`src/rtl/ram_arbiter.sv`:
```
// Round-robin arbiter between two requesters sharing one single-port RAM.
// It latches one request at a time and returns read data with a per-requester valid strobe.
module ram_arbiter #(
  parameter int unsigned ADDR_W = 9,
  parameter int unsigned DATA_W = 16
) (
  input  logic              clk,
  input  logic              rst,
  input  logic              req_a,
  input  logic              we_a,
  input  logic [ADDR_W-1:0] addr_a,
  input  logic [DATA_W-1:0] wdata_a,
  output logic              gnt_a,
  output logic              rvalid_a,
  input  logic              req_b,
  input  logic              we_b,
  input  logic [ADDR_W-1:0] addr_b,
  input  logic [DATA_W-1:0] wdata_b,
  output logic              gnt_b,
  output logic              rvalid_b,
  output logic [DATA_W-1:0] rdata,
  output logic              ram_write_en,
  output logic              ram_read_en,
  output logic [ADDR_W-1:0] ram_addr,
  output logic [DATA_W-1:0] ram_data_in,
  input  logic [DATA_W-1:0] ram_data_out
);

  typedef enum logic [1:0] {StIdle, StAccess, StReadWait} state_e;

  state_e              state_q, state_d;
  logic                we_q, we_d;
  logic                id_b_q, id_b_d;
  logic                last_b_q, last_b_d;
  logic                gnt_a_q, gnt_a_d, gnt_b_q, gnt_b_d;
  logic                rvalid_a_q, rvalid_a_d, rvalid_b_q, rvalid_b_d;
  logic [DATA_W-1:0]   rdata_q, rdata_d;
  logic                ram_we_q, ram_we_d, ram_re_q, ram_re_d;
  logic [ADDR_W-1:0]   ram_addr_q, ram_addr_d;
  logic [DATA_W-1:0]   ram_din_q, ram_din_d;
  logic                win_b;
  logic                sel_we;

  always_comb begin
    state_d    = state_q;
    we_d       = we_q;
    id_b_d     = id_b_q;
    last_b_d   = last_b_q;
    gnt_a_d    = 1'b0;
    gnt_b_d    = 1'b0;
    rvalid_a_d = 1'b0;
    rvalid_b_d = 1'b0;
    rdata_d    = rdata_q;
    ram_we_d   = 1'b0;
    ram_re_d   = 1'b0;
    ram_addr_d = ram_addr_q;
    ram_din_d  = ram_din_q;
    // B wins when it is alone, or on a tie when A was served last.
    win_b      = req_b & (~req_a | ~last_b_q);
    sel_we     = win_b ? we_b : we_a;

    unique case (state_q)
      StIdle: begin
        if (req_a || req_b) begin
          id_b_d     = win_b;
          last_b_d   = win_b;
          gnt_a_d    = ~win_b;
          gnt_b_d    = win_b;
          we_d       = sel_we;
          ram_addr_d = win_b ? addr_b : addr_a;
          ram_din_d  = win_b ? wdata_b : wdata_a;
          // Enables are registered here so they appear in the access cycle.
          ram_we_d   = sel_we;
          ram_re_d   = ~sel_we;
          state_d    = StAccess;
        end
      end
      StAccess: begin
        state_d = we_q ? StIdle : StReadWait;
      end
      StReadWait: begin
        rdata_d    = ram_data_out;
        rvalid_a_d = ~id_b_q;
        rvalid_b_d = id_b_q;
        state_d    = StIdle;
      end
      default: begin
        state_d = StIdle;
      end
    endcase
  end

  always_ff @(posedge clk) begin
    if (rst) begin
      state_q    <= StIdle;
      we_q       <= 1'b0;
      id_b_q     <= 1'b0;
      last_b_q   <= 1'b1;
      gnt_a_q    <= 1'b0;
      gnt_b_q    <= 1'b0;
      rvalid_a_q <= 1'b0;
      rvalid_b_q <= 1'b0;
      rdata_q    <= '0;
      ram_we_q   <= 1'b0;
      ram_re_q   <= 1'b0;
      ram_addr_q <= '0;
      ram_din_q  <= '0;
    end else begin
      state_q    <= state_d;
      we_q       <= we_d;
      id_b_q     <= id_b_d;
      last_b_q   <= last_b_d;
      gnt_a_q    <= gnt_a_d;
      gnt_b_q    <= gnt_b_d;
      rvalid_a_q <= rvalid_a_d;
      rvalid_b_q <= rvalid_b_d;
      rdata_q    <= rdata_d;
      ram_we_q   <= ram_we_d;
      ram_re_q   <= ram_re_d;
      ram_addr_q <= ram_addr_d;
      ram_din_q  <= ram_din_d;
    end
  end

  assign gnt_a        = gnt_a_q;
  assign gnt_b        = gnt_b_q;
  assign rvalid_a     = rvalid_a_q;
  assign rvalid_b     = rvalid_b_q;
  assign rdata        = rdata_q;
  assign ram_write_en = ram_we_q;
  assign ram_read_en  = ram_re_q;
  assign ram_addr     = ram_addr_q;
  assign ram_data_in  = ram_din_q;

endmodule

```
`config.mk`:
```
export PLATFORM = sky130hd
export DESIGN_NAME = ram_arbiter
export DESIGN_NICKNAME = d
export VERILOG_FILES = /design/src/rtl/ram_arbiter.sv
export SDC_FILE = /design/constraint.sdc
export NUM_CORES = 1
export LEC_CHECK = 0
export CORE_MARGIN = 2
export CORE_UTILIZATION = 37
export CTS_CLUSTER_SIZE = 20
export DETAILED_ROUTE_END_ITERATION = 6
export HOLD_SLACK_MARGIN = 0.02
export PLACE_DENSITY_LB_ADDON = 0.15
export SYNTH_ARGS = -nofsm -noshare
export SYNTH_HDL_FRONTEND = slang
export SYNTH_SLANG_ARGS = --single-unit
```
`constraint.sdc`:
```
create_clock -name clk -period 2 [get_ports clk]
set_input_delay 0.2 -clock clk [delete_from_list [all_inputs] [get_ports clk]]
set_output_delay 0.2 -clock clk [all_outputs]
set_load 0.02 [all_outputs]
```
# Word-level counts from Yosys, hierarchy flattened
# Cells that the tools add are included.
# word_totals
input_bits,72
reg_bits,52
# classes
bitwise_logic,10
mux,6
reduce_logical,5
n_eq_ne,3
# op_table
op,n
$mux 16,1
$mux 9,1
$not 1->1,8
$mux 2,2
$pmux 2 s2,1
$reduce_or 3->1,1
$eq 2x1->1 const B,1
$eq 2x2->1 const B,1
$logic_not 2->1,1
$ne 2x2->1 const B,1
$reduce_and 2->1,1
$reduce_or 2->1,1
$and 1x1->1,1
$logic_or 1x1->1,1
$mux 1,1
$or 1x1->1,1

# Longest topological paths before layout
# Gate-level depths: netlist (run 1).
# depth
ltp_word,5
mapped_depth,5
ltp_nobuf,3

# Worst setup path before layout (run 1)
# Ideal clock, no wire load.
# synth_timing
path_kind,flip-flop to flip-flop
startpoint,reg state_q[1]
endpoint,reg ram_din_q[8] (netlist: ram_data_in[8])
stages_incl_launch_ff,6
synth_period_minus_slack_ns,1.550
arrival_ns,1.492
path_slack_ns,0.450
setup_time_ns,0.058
path_cell_list,dfxtp_1 or3_1 buf_6 a211oi_4 buf_6 a221o_2
# synth_via
elab_chain_len,2
# synth_rtl
element,line_no,rtl
"start, declared",31,"state_e state_q, state_d;"
"start signal, assigned",95,state_q <= StIdle;
"start signal, assigned",109,state_q <= state_d;
$logic_not 2->1,62,unique case (state_q)
$reduce_and 2->1 (no line),n/a,
"end signal, assigned",121,ram_din_q <= ram_din_d;
"end, declared",40,"logic [DATA_W-1:0] ram_din_q, ram_din_d;"
# Every way passes these cells.
# A chain may end at the register's enable or synchronous reset.

# Final worst setup path (run 1)
# layout_timing
startpoint,reg state_q[1]
endpoint,reg ram_din_q[12] (netlist: ram_data_in[12])
# The elaborated chain is that of the path after synthesis.

==> metrics.txt, run 1 <==
# TYPE chip_impl_metric gauge
chip_impl_metric{name="seq_power_share",unit="%"} 49.2
chip_impl_info{name="cts_root_buffer",value="clkbuf_8"} 1
chip_impl_info{name="hold_path_class",value="primary input to register"} 1
chip_impl_metric{name="yosys_warnings",unit=""} 0
chip_impl_metric{name="slew_viol_final",unit=""} 0
chip_impl_metric{name="path_clk_slew",unit="ps"} 90
chip_impl_metric{name="swShare",unit="%"} 26.6
chip_impl_metric{name="post_synth_num_cell_types",unit=""} 25
chip_impl_info{name="synthDominantAreaCellType",value="dfxtp_1"} 1
chip_impl_metric{name="number_of_failing_setup_endpoints_in_the_final_timing_report",unit=""} 0
chip_impl_metric{name="power_switching",unit="mW"} 0.628
chip_impl_metric{name="area_growth_from_synthesis_to_layout",unit="%"} 70.3
chip_impl_info{name="yosys-top-cells-area",value="dfxtp_1 (53%), a221o_1 (8.7%), nor3_1 (6.6%), nand2_1 (6.1%), inv_1 (5.4%)"} 1
chip_impl_metric{name="clock_tree.htree_level_count",unit=""} 2
chip_impl_metric{name="cts.sink_count",unit=""} 52
chip_impl_metric{name="final.setup.worst_slack",unit="ps"} 510
chip_impl_metric{name="grt_antenna_before_repair",unit=""} 0
chip_impl_metric{name="cts_repair_resize_count",unit=""} 0
chip_impl_metric{name="route.detailed.drc",unit=""} 0
chip_impl_info{name="synth_most_common_cell",value="dfxtp_1"} 1
chip_impl_metric{name="comb_power_share",unit="%"} 25.1
chip_impl_metric{name="count_of_boundary_i_o_pins",unit=""} 119
chip_impl_metric{name="vias_in_the_first_global_route",unit=""} 1810
chip_impl_metric{name="max-clock-path-buffers",unit=""} 2
chip_impl_metric{name="final.hold.worst_slack",unit="ps"} 444
chip_impl_metric{name="synthesis.area",unit="mm2"} 0.00196
chip_impl_info{name="run_status",value="completed"} 1
chip_impl_metric{name="initialDrtViolationCount",unit=""} 50
chip_impl_metric{name="min_period_over_period",unit="%"} 74.5
chip_impl_info{name="rsz0062_at_grt",value="false"} 1
chip_impl_metric{name="initial_core_util",unit="%"} 38.3
chip_impl_metric{name="maximum_number_of_pins_on_one_net_before_global_route_repair",unit=""} 29
chip_impl_metric{name="biggest_fanout_along_the_worst_timing_path",unit=""} 21
chip_impl_metric{name="ys_ff_latch",unit=""} 52
chip_impl_metric{name="globalRoute.totalOverflow",unit=""} 0
chip_impl_info{name="crit_path_top_delay_cell",value="or3_1"} 1
chip_impl_metric{name="synth-edff-count",unit=""} 0
chip_impl_info{name="timing_worst_setup_path_type",value="register to register"} 1
chip_impl_metric{name="routed_wire_length_per_instance",unit="um"} 13.0
chip_impl_metric{name="postCtsSetupRepairBufs",unit=""} 0
chip_impl_metric{name="totalWireLength",unit="mm"} 5.21
chip_impl_metric{name="core",unit="mm2"} 0.00511
chip_impl_metric{name="postSynthNetCount",unit=""} 285
chip_impl_metric{name="tightest_slew",unit="ps"} 588
chip_impl_metric{name="num_cts_buffers",unit=""} 5
chip_impl_metric{name="post_route_cells_drive_above_1_share",unit="%"} 8.46
chip_impl_info{name="sort_of_element_at_the_start_of_the_critical_path",value="register"} 1
chip_impl_metric{name="num_rows",unit=""} 26
chip_impl_metric{name="gp_congestion",unit=""} 0.764
chip_impl_metric{name="nets",unit=""} 402
chip_impl_metric{name="required",unit="ps"} 2250
chip_impl_metric{name="setup-tns-final",unit="ps"} 0
chip_impl_info{name="cp-end-kind",value="register"} 1
chip_impl_metric{name="die_w",unit="um"} 76.7
chip_impl_metric{name="post-dp-hpwl",unit="mm"} 3.80
chip_impl_metric{name="yosys.area.top_type_share",unit="%"} 53.2
chip_impl_metric{name="leakagePower",unit="nW"} 1.32
chip_impl_metric{name="remaining_max_slew_budget_at_the_tightest_pin",unit="%"} 60.8
chip_impl_metric{name="die_area",unit="mm2"} 0.00589
chip_impl_metric{name="clkPwrFrac",unit="%"} 25.7
chip_impl_metric{name="gr-usage-all-layers",unit="%"} 17.7
chip_impl_metric{name="arrival_time_worst_endpoint",unit="ps"} 1740
chip_impl_metric{name="hold_viol",unit=""} 0
chip_impl_metric{name="vias_per_cell",unit=""} 4.69
chip_impl_metric{name="vdd_drop_max",unit="V"} 0.000326
chip_impl_metric{name="insertion_delay",unit="ps"} 300
chip_impl_metric{name="number_of_buffers_added_to_fix_hold_violations_after_cts",unit=""} 0
chip_impl_metric{name="synthesis.area_per_instance",unit="um2"} 9.19
chip_impl_metric{name="maxCapViolations",unit=""} 0
chip_impl_metric{name="asyncSetResetFlopFracSynth",unit="%"} 0
chip_impl_metric{name="postRouteAntennaNets",unit=""} 0
chip_impl_metric{name="reg2reg_slack",unit="ps"} 510
chip_impl_metric{name="power_per_cell_area",unit="mW/mm2"} 707
chip_impl_metric{name="layout_min_cycle_time",unit="ps"} 1490
chip_impl_metric{name="max_freq",unit="MHz"} 671
chip_impl_info{name="post_synth_most_frequent_cells",value="dfxtp_1 (52), nand2_1 (32), inv_1 (28)"} 1
chip_impl_metric{name="place.port_buffers",unit=""} 118
chip_impl_metric{name="vias",unit=""} 1881
chip_impl_metric{name="timing.clock.skew",unit="ps"} 6.82
chip_impl_metric{name="synth_cells",unit=""} 213
chip_impl_info{name="tritoncts",value="built"} 1
chip_impl_metric{name="die_y_extent",unit="um"} 76.7
chip_impl_info{name="critical_path.top_delay_family",value="simple AND/OR/NAND/NOR gates"} 1
chip_impl_metric{name="slowest_delay",unit="ps"} 450
chip_impl_metric{name="grt_first_pass_wirelength",unit="mm"} 8.49
chip_impl_info{name="synth_ff_type",value="dfxtp_1"} 1
chip_impl_metric{name="intPower",unit="mW"} 1.73
chip_impl_metric{name="synth_seq_area_share",unit="%"} 53.2
chip_impl_metric{name="pre_cts_slack",unit="ps"} 271
chip_impl_metric{name="drt_first_pass_iters",unit=""} 4
chip_impl_metric{name="worst_path_buf_inv",unit=""} 1
chip_impl_metric{name="diodes",unit=""} 0
chip_impl_info{name="critical_path.cell_chain",value="or3_1, a211oi_4, buf_12, a221o_2"} 1
[cell type report]
cell class / instances / area, um2
Inverter: 28 / 105
Clock buffer: 6 / 82.6
Fill cell: 450 / 1780
Multi-Input combinational cell: 117 / 727
Timing Repair Buffer: 126 / 1280
Tap cell: 70 / 87.6
Clock inverter: 2 / 10.0
Sequential cell: 52 / 1040
[registers in the layout, indices dropped and copies added, names as in the netlist, 2 cells and up]
| name | count |
|---|---|
| ram_addr | 9 |
| state_q | 2 |
| ram_data_in | 16 |
| rdata | 16 |
[worst reg2reg max path: cells and delay by family (launching register included)]
kind,cells,cell delay [ps]
AOI/OAI and AO/OA,2,440
and+or+nand+nor,1,450
buffers and inverters,1,200
DFF,1,340
[logic make-up (layout without fill, tap and decap cells)]
kind of cell           count (synthesis)  in the layout  share of synthesized area (%)
AO/OA/AOI/OAI                         47             47                           20.5
buffers and inverters                 44            162                           9.65
flip-flops                            52             52                           53.2
multiplexers                           1              1                          0.512
AND/OR/NAND/NOR                       69             69                           16.2
[final timing paths]
kind | from | to | depth (start not counted)
max | state_q[1] | ram_data_in[12] | 4
min | ram_data_out[1] | rdata[1] | 3
max reg2reg | state_q[1] | ram_data_in[12] | 4
min reg2reg | we_q | state_q[1] | 1
[per-layer routing]
metal / global-route usage, % / part of all wire, %
met5: 0 / 0
met4: 5.09 / 1.5
met3: 6.82 / 8.7
met2: 30.0 / 48
met1: 20.6 / 42
[cells in the final DEF, fill, tap and decap left out, types with 2 or more instances in the layout]
| cell | instances |
|---|---|
| clkdlybuf4s50_1 | 118 |
| dfxtp_1 | 52 |
| nand2_1 | 32 |
| inv_1 | 28 |
| nor3_1 | 26 |
| a221o_1 | 17 |
| a21oi_1 | 17 |
| a221o_2 | 8 |
| clkbuf_8 | 6 |
| buf_4 | 5 |
| nor2_1 | 3 |
| buf_12 | 3 |
| nor2b_1 | 2 |
| clkinv_2 | 2 |
[metrics by stage]
stage	power (mW)	instance area, um2	util [%]	std cells
finish	2.36	3330	65.2	401
global route	2.46	3330	65.2	401
CTS	2.38	3330	65.2	401
detailed placement	1.78	3240	63.4	393
global placement	1.77	3240	63.4	393
floorplan	1.44	1960	-	213
[power groups by stage]
stage	combinational, mW	sequential (mW)	clock (mW)
2_1_floorplan	0.174	1.27	0
3_3_place_gp	0.592	1.18	0
3_5_place_dp	0.599	1.18	0
4_1_cts	0.600	1.16	0.625
5_1_grt	0.631	1.17	0.657
6_report	0.592	1.16	0.606
Note: power is estimated with default switching activity, not from simulation.
==> run 2: changes to the inputs <==
- clock period: 2 -> 1.4 ns (I/O delays scaled with it)
==> run 2 against run 1 <==
The run now ends with negative setup slack left; via count up 3.8%; worst setup slack lost 530 ps; register-to-register slack lost 530 ps; maximum frequency is 4.6% higher; non-clock buffer count rose by 9; clock power increased by 67%; clock-buffer cell count did not move; first-iteration DRC count is 52% higher; clock skew grew 2.0 ps; critical path type unchanged; largest power group unchanged.
==> metrics.txt, run 2 (same netlist as run 1, synthesis figures left out) <==
# TYPE chip_impl_metric gauge
chip_impl_info{name="run_status",value="finished with violations"} 1
chip_impl_info{name="violations",value="negative setup slack"} 1
chip_impl_metric{name="die_y_extent",unit="um"} 76.7
chip_impl_metric{name="gp_congestion",unit=""} 0.750
chip_impl_metric{name="vdd_drop_max",unit="V"} 0.000669
chip_impl_metric{name="area_growth_from_synthesis_to_layout",unit="%"} 76.5
chip_impl_metric{name="met3_routing_resource_usage_after_global_routing",unit="%"} 6.82
chip_impl_metric{name="insertion_delay",unit="ps"} 310
chip_impl_metric{name="vias",unit=""} 1952
chip_impl_metric{name="placed_cells",unit=""} 400
chip_impl_metric{name="pre_cts_slack",unit="ps"} -309
chip_impl_metric{name="core",unit="mm2"} 0.00511
chip_impl_metric{name="number_of_failing_setup_endpoints_in_the_final_timing_report",unit=""} 22
chip_impl_metric{name="initial_core_util",unit="%"} 38.3
chip_impl_info{name="sort_of_element_at_the_start_of_the_critical_path",value="register"} 1
chip_impl_metric{name="fin_total_pwr",unit="mW"} 3.50
chip_impl_metric{name="worst_path_buf_inv",unit=""} 1
chip_impl_metric{name="arrival_time_worst_endpoint",unit="ps"} 1680
chip_impl_metric{name="num_cts_buffers",unit=""} 5
chip_impl_metric{name="power_per_cell_area",unit="mW/mm2"} 1010
chip_impl_metric{name="slowest_delay",unit="ps"} 380
chip_impl_metric{name="num_rows",unit=""} 26
chip_impl_info{name="gr-max-usage-layer",value="met2"} 1
chip_impl_metric{name="final.setup.worst_slack",unit="ps"} -24.0
chip_impl_metric{name="route.detailed.drc",unit=""} 0
chip_impl_metric{name="tightest_slew",unit="ps"} 289
chip_impl_metric{name="post-dp-hpwl",unit="mm"} 3.99
chip_impl_info{name="hold_path_class",value="primary input to register"} 1
chip_impl_info{name="critical_path.cell_chain",value="or3_4, a211oi_4, bufbuf_16, a221o_2"} 1
chip_impl_metric{name="drt_first_pass_iters",unit=""} 4
chip_impl_metric{name="required",unit="ps"} 1660
chip_impl_metric{name="post_route_cells_drive_above_1_share",unit="%"} 11.8
chip_impl_info{name="layout_commonest_cell",value="clkdlybuf4s50_1"} 1
chip_impl_metric{name="diodes",unit=""} 0
chip_impl_metric{name="remaining_max_slew_budget_at_the_tightest_pin",unit="%"} 80.2
chip_impl_metric{name="layout_min_cycle_time",unit="ps"} 1420
chip_impl_metric{name="gr-usage-all-layers",unit="%"} 19.2
chip_impl_metric{name="maximum_number_of_pins_on_one_net_before_global_route_repair",unit=""} 27
chip_impl_metric{name="nets",unit=""} 411
chip_impl_metric{name="totalWireLength",unit="mm"} 5.63
chip_impl_metric{name="vias_in_the_first_global_route",unit=""} 1934
chip_impl_metric{name="maxCapViolations",unit=""} 0
chip_impl_metric{name="vias_per_cell",unit=""} 4.76
chip_impl_metric{name="max-clock-path-buffers",unit=""} 2
chip_impl_metric{name="globalRoute.totalOverflow",unit=""} 0
chip_impl_metric{name="count_of_boundary_i_o_pins",unit=""} 119
chip_impl_info{name="tritoncts",value="built"} 1
chip_impl_metric{name="place.port_buffers",unit=""} 118
chip_impl_metric{name="post-route-cell-area",unit="mm2"} 0.00345
chip_impl_metric{name="biggest_fanout_along_the_worst_timing_path",unit=""} 11
chip_impl_metric{name="globalRouteMet2Util",unit="%"} 33.9
chip_impl_metric{name="routed_wire_length_per_instance",unit="um"} 13.7
chip_impl_metric{name="layout.cells.non_filler",unit=""} 410
chip_impl_info{name="critical_path.top_delay_family",value="simple AND/OR/NAND/NOR gates"} 1
chip_impl_metric{name="hold_viol",unit=""} 0
chip_impl_metric{name="max_freq",unit="MHz"} 702
chip_impl_metric{name="min_period_over_period",unit="%"} 102
chip_impl_metric{name="postRouteAntennaNets",unit=""} 0
chip_impl_metric{name="grt_antenna_before_repair",unit=""} 0
chip_impl_metric{name="area_post_placement",unit="mm2"} 0.00329
chip_impl_info{name="most_frequent_cells_in_the_layout",value="clkdlybuf4s50_1 (73), dfxtp_1 (51), nand2_1 (32)"} 1
chip_impl_metric{name="slew_viol_final",unit=""} 0
chip_impl_metric{name="path_clk_slew",unit="ps"} 90
chip_impl_info{name="rsz0062_at_grt",value="true"} 1
chip_impl_info{name="cp-end-kind",value="register"} 1
chip_impl_metric{name="initialDrtViolationCount",unit=""} 76
chip_impl_metric{name="grt_first_pass_wirelength",unit="mm"} 9.01
chip_impl_metric{name="grtUsageMet1",unit="%"} 21.5
chip_impl_metric{name="clock_tree.htree_level_count",unit=""} 2
chip_impl_metric{name="timing.clock.skew",unit="ps"} 8.80
chip_impl_metric{name="die_area",unit="mm2"} 0.00589
chip_impl_metric{name="cts.sink_count",unit=""} 52
chip_impl_info{name="crit_path_top_delay_cell",value="or3_4"} 1
chip_impl_info{name="cts_root_buffer",value="clkbuf_8"} 1
chip_impl_info{name="timing_worst_setup_path_type",value="register to register"} 1
chip_impl_metric{name="die_w",unit="um"} 76.7
chip_impl_metric{name="leakagePower",unit="nW"} 1.77
==> run 2: changes by cell type in the layout (fill, tap and decap cells not counted), moves of 8 or more <==
| cell | change |
|---|---|
| clkdlybuf4s50_1 | -45 |
| dlymetal6s2s_1 | +15 |
| dlygate4sd2_1 | +30 |
| buf_4 | +8 |
==> run 2: final cells by class <==
| type | count | area, um2 |
|---|---|---|
| fill | 442 | 1650 |
| timing repair buffer | 135 | 1370 |
| sequential | 52 | 1040 |
| multi-input combinational | 117 | 741 |
| inverter | 28 | 105 |
| tap | 70 | 87.6 |
| clock buffer | 6 | 72.6 |
| clock inverter | 2 | 35.0 |
==> run 2: worst paths after layout <==
check	from	end	slack, ps	cells past startpoint
max	state_q[0]	ram_data_in[9]	-20	4
min	ram_data_out[3]	rdata[3]	370	3
max reg2reg	state_q[0]	ram_data_in[9]	-20	4
min reg2reg	id_b_q	rvalid_a	450	1
==> run 2: timing repair <==
item,4_1_cts,5_1_grt
gates cloned,1,0
hold buffers,0,0
setup buffers,1,0
resized for setup,31,17
endpoints found under the setup margin,38,56
==> run 2: worst min-delay path: stages <==
cell and delay [ps]:
clkdlybuf4s50_1 390, nand2_1 50, a21oi_1 50
==> run 2: power by group <==
part,leakage [nW],switching (mW),internal (mW)
registers,0.426,0.0548,1.59
logic,1.29,0.384,0.462
clock network,0.0552,0.478,0.531
==> run 2: metrics by stage <==
stage,util [%],TNS (ps),hold WS [ps]
3_5_place_dp,64.5,-8770,441
3_3_place_gp,64.5,-7820,426
6_report,67.6,-294,370
4_1_cts,66.7,-5.64,363
5_1_grt,67.6,-1080,362
2_1_floorplan,-,-1420,276
==> run 2: routing by layer <==
metal	vias up	share of wire [%]	routed length, um
met5	-	0	0
met4	0	1.6	89
met3	8	7.3	410
met2	68	51	2860
met1	896	40	2270
li1	980	-	-
==> run 3: changes to the inputs <==
- GPL_TIMING_DRIVEN: unset -> 0
==> run 3 against run 2 <==
The flow still finishes with violations (negative setup slack); clock-buffer cell count stayed put; sequential cell count stayed put; power is 2.8% higher; clock skew is 4.0 ps lower; clock power is 7% higher; worst setup slack worse by 51 ps; non-clock buffer count is 7 higher; first-iteration DRC count is 42% lower; routed wire length is 0.12% higher; sequential share of layout area is 0.72 points lower.
==> metrics.txt, run 3 (same netlist as run 1, synthesis figures left out) <==
# TYPE chip_impl_metric gauge
chip_impl_metric{name="max_freq",unit="MHz"} 678
chip_impl_metric{name="count_of_boundary_i_o_pins",unit=""} 119
chip_impl_info{name="cp-end-kind",value="register"} 1
chip_impl_metric{name="gr-usage-all-layers",unit="%"} 18.9
chip_impl_metric{name="path_clk_slew",unit="ps"} 90
chip_impl_info{name="crit_path_top_delay_cell",value="a221o_2"} 1
chip_impl_metric{name="max-clock-path-buffers",unit=""} 2
chip_impl_metric{name="place.port_buffers",unit=""} 118
chip_impl_metric{name="number_of_buffers_added_to_fix_hold_violations_after_cts",unit=""} 0
chip_impl_metric{name="route.detailed.drc",unit=""} 0
chip_impl_info{name="most_frequent_cells_in_the_layout",value="clkdlybuf4s50_1 (73), dfxtp_1 (50), nand2_1 (32)"} 1
chip_impl_info{name="worst_r2r_endpoint",value="ram_addr[0]"} 1
chip_impl_metric{name="pre_cts_slack",unit="ps"} -723
chip_impl_metric{name="diodes",unit=""} 0
chip_impl_metric{name="timing.clock.skew",unit="ps"} 4.82
chip_impl_metric{name="grt_first_pass_wirelength",unit="mm"} 9.07
chip_impl_metric{name="grt_antenna_before_repair",unit=""} 0
chip_impl_metric{name="initial_core_util",unit="%"} 38.3
chip_impl_metric{name="die_area",unit="mm2"} 0.00589
chip_impl_metric{name="biggest_fanout_along_the_worst_timing_path",unit=""} 10
chip_impl_metric{name="die_y_extent",unit="um"} 76.7
chip_impl_info{name="violations",value="negative setup slack"} 1
chip_impl_metric{name="final.fill_count",unit=""} 429
chip_impl_metric{name="power_per_cell_area",unit="mW/mm2"} 1020
chip_impl_metric{name="setup-tns-final",unit="ps"} -1550
chip_impl_metric{name="arrival_time_worst_endpoint",unit="ps"} 1670
chip_impl_metric{name="slew_viol_final",unit=""} 0
chip_impl_metric{name="vias_per_cell",unit=""} 4.72
chip_impl_metric{name="ff2ff_path_depth",unit=""} 5
chip_impl_info{name="timing.hold.worst_endpoint",value="rdata[5]"} 1
chip_impl_metric{name="final.setup.worst_slack",unit="ps"} -74.9
chip_impl_metric{name="insertion_delay",unit="ps"} 300
chip_impl_metric{name="leakagePower",unit="nW"} 1.81
chip_impl_metric{name="layout_min_cycle_time",unit="ps"} 1470
chip_impl_info{name="hold_path_class",value="primary input to register"} 1
chip_impl_metric{name="totalWireLength",unit="mm"} 5.64
chip_impl_metric{name="num_cts_buffers",unit=""} 5
chip_impl_metric{name="min_period_over_period",unit="%"} 105
chip_impl_metric{name="area_growth_from_synthesis_to_layout",unit="%"} 81.1
chip_impl_metric{name="reg2reg_slack",unit="ps"} -70
chip_impl_metric{name="core",unit="mm2"} 0.00511
chip_impl_metric{name="routed_wire_length_per_instance",unit="um"} 13.5
chip_impl_metric{name="multiInputGateArea",unit="um2"} 792
chip_impl_info{name="layout_commonest_cell",value="clkdlybuf4s50_1"} 1
chip_impl_metric{name="required",unit="ps"} 1590
chip_impl_metric{name="vias_in_the_first_global_route",unit=""} 1924
chip_impl_metric{name="drt_first_pass_iters",unit=""} 3
chip_impl_metric{name="worstHoldPathCells",unit=""} 3
chip_impl_metric{name="hold_viol",unit=""} 0
chip_impl_metric{name="die_w",unit="um"} 76.7
chip_impl_info{name="cts_root_buffer",value="clkbuf_8"} 1
chip_impl_metric{name="remaining_max_slew_budget_at_the_tightest_pin",unit="%"} 71.1
chip_impl_metric{name="ff_latch_area",unit="mm2"} 0.00104
chip_impl_info{name="critical_path.reg2reg.startpoint",value="state_q[0]"} 1
chip_impl_metric{name="post-dp-hpwl",unit="mm"} 3.98
chip_impl_metric{name="cts.sink_count",unit=""} 52
chip_impl_metric{name="clock_tree.htree_level_count",unit=""} 2
chip_impl_metric{name="slowest_delay",unit="ps"} 390
chip_impl_metric{name="tightest_slew",unit="ps"} 434
chip_impl_metric{name="maxCapViolations",unit=""} 0
chip_impl_info{name="tritoncts",value="built"} 1
chip_impl_info{name="critical_path.cell_chain",value="buf_4, nor2_1, a21oi_4, clkbuf_4, a221o_2"} 1
chip_impl_metric{name="vdd_drop_max",unit="V"} 0.000493
chip_impl_metric{name="nets",unit=""} 418
chip_impl_info{name="rsz0062_at_grt",value="true"} 1
chip_impl_info{name="sort_of_element_at_the_start_of_the_critical_path",value="register"} 1
chip_impl_metric{name="globalRoute.totalOverflow",unit=""} 0
chip_impl_metric{name="number_of_failing_setup_endpoints_in_the_final_timing_report",unit=""} 26
chip_impl_info{name="timing_worst_setup_path_type",value="register to register"} 1
chip_impl_metric{name="post_route_cells_drive_above_1_share",unit="%"} 16.1
chip_impl_info{name="run_status",value="finished with violations"} 1
chip_impl_metric{name="vias",unit=""} 1970
chip_impl_metric{name="postRouteAntennaNets",unit=""} 0
chip_impl_metric{name="initialDrtViolationCount",unit=""} 44
chip_impl_info{name="timing.hold.worst.start",value="ram_data_out[5]"} 1
chip_impl_metric{name="gp_congestion",unit=""} 0.774
chip_impl_metric{name="num_rows",unit=""} 26
chip_impl_metric{name="maximum_number_of_pins_on_one_net_before_global_route_repair",unit=""} 17
[run 3: cell types whose count changed in the layout (fill, tap and decap cells not counted), moves of 3 or more]
cell      delta
buf_12       -3
buf_4        -6
buf_6        +5
clkbuf_2     +4
clkbuf_4     +4
nor3_1       -8
nor3_2       +8
[run 3: routing by layer]
layer / wire, um / global-route usage, % / up-vias
met5: 0 / 0 / -
met4: 91 / 6.00 / 0
met3: 376 / 5.88 / 8
met2: 2800 / 32.8 / 64
met1: 2370 / 22.3 / 900
li1: - / - / 998
[run 3: per-stage QoR]
stage	instances	area, um2	utilization, %	hold WS, ps	power (mW)
after floorplan	213	1960	-	276	2.06
after global placement	401	3230	63.2	423	2.52
after detailed placement	401	3230	63.2	429	2.52
after CTS	418	3450	67.6	373	3.62
after global routing	417	3540	69.4	377	3.76
final	417	3540	69.4	376	3.60
[run 3: power breakdown]
group          switching, mW  internal (mW)
combinational          0.402          0.467
clock                  0.499          0.585
sequential            0.0548           1.60
[run 3: cell type report]
| type | instances | share of cell area [%] |
|---|---|---|
| repair buffers | 129 | 36.7 |
| flip-flops and latches | 52 | 29.4 |
| multi-input cells | 117 | 22.4 |
| inverters | 28 | 2.97 |
| plain buffers | 13 | 2.68 |
| well taps | 70 | 2.47 |
| clock buffers | 6 | 2.33 |
| clock inverters | 2 | 1.09 |
[run 3: worst max-delay path, delay by kind of cell (launching register included)]
| kind | cells | cell delay [ps] |
|---|---|---|
| flops | 1 | 330 |
| simple gates | 1 | 210 |
| buf+inv | 2 | 330 |
| compound gates | 2 | 490 |
[run 3: timing repair]
item | CTS | global route
setup buffers | 9 | 0
pin swaps | 4 | 4
setup endpoints to repair | 70 | 57
gates resized for setup | 49 | 31
cloned | 2 | 0
[run 3: worst max path at each step]
stage | startpoint | end
6_report | state_q[0] | ram_addr[0]
5_1_grt | state_q[0] | ram_data_in[13]
4_1_cts | state_q[1] | ram_data_in[6]
3_5_place_dp | req_b | ram_data_in[9]
3_3_place_gp | req_b | ram_data_in[12]
2_1_floorplan | state_q[0] | ram_data_in[8]
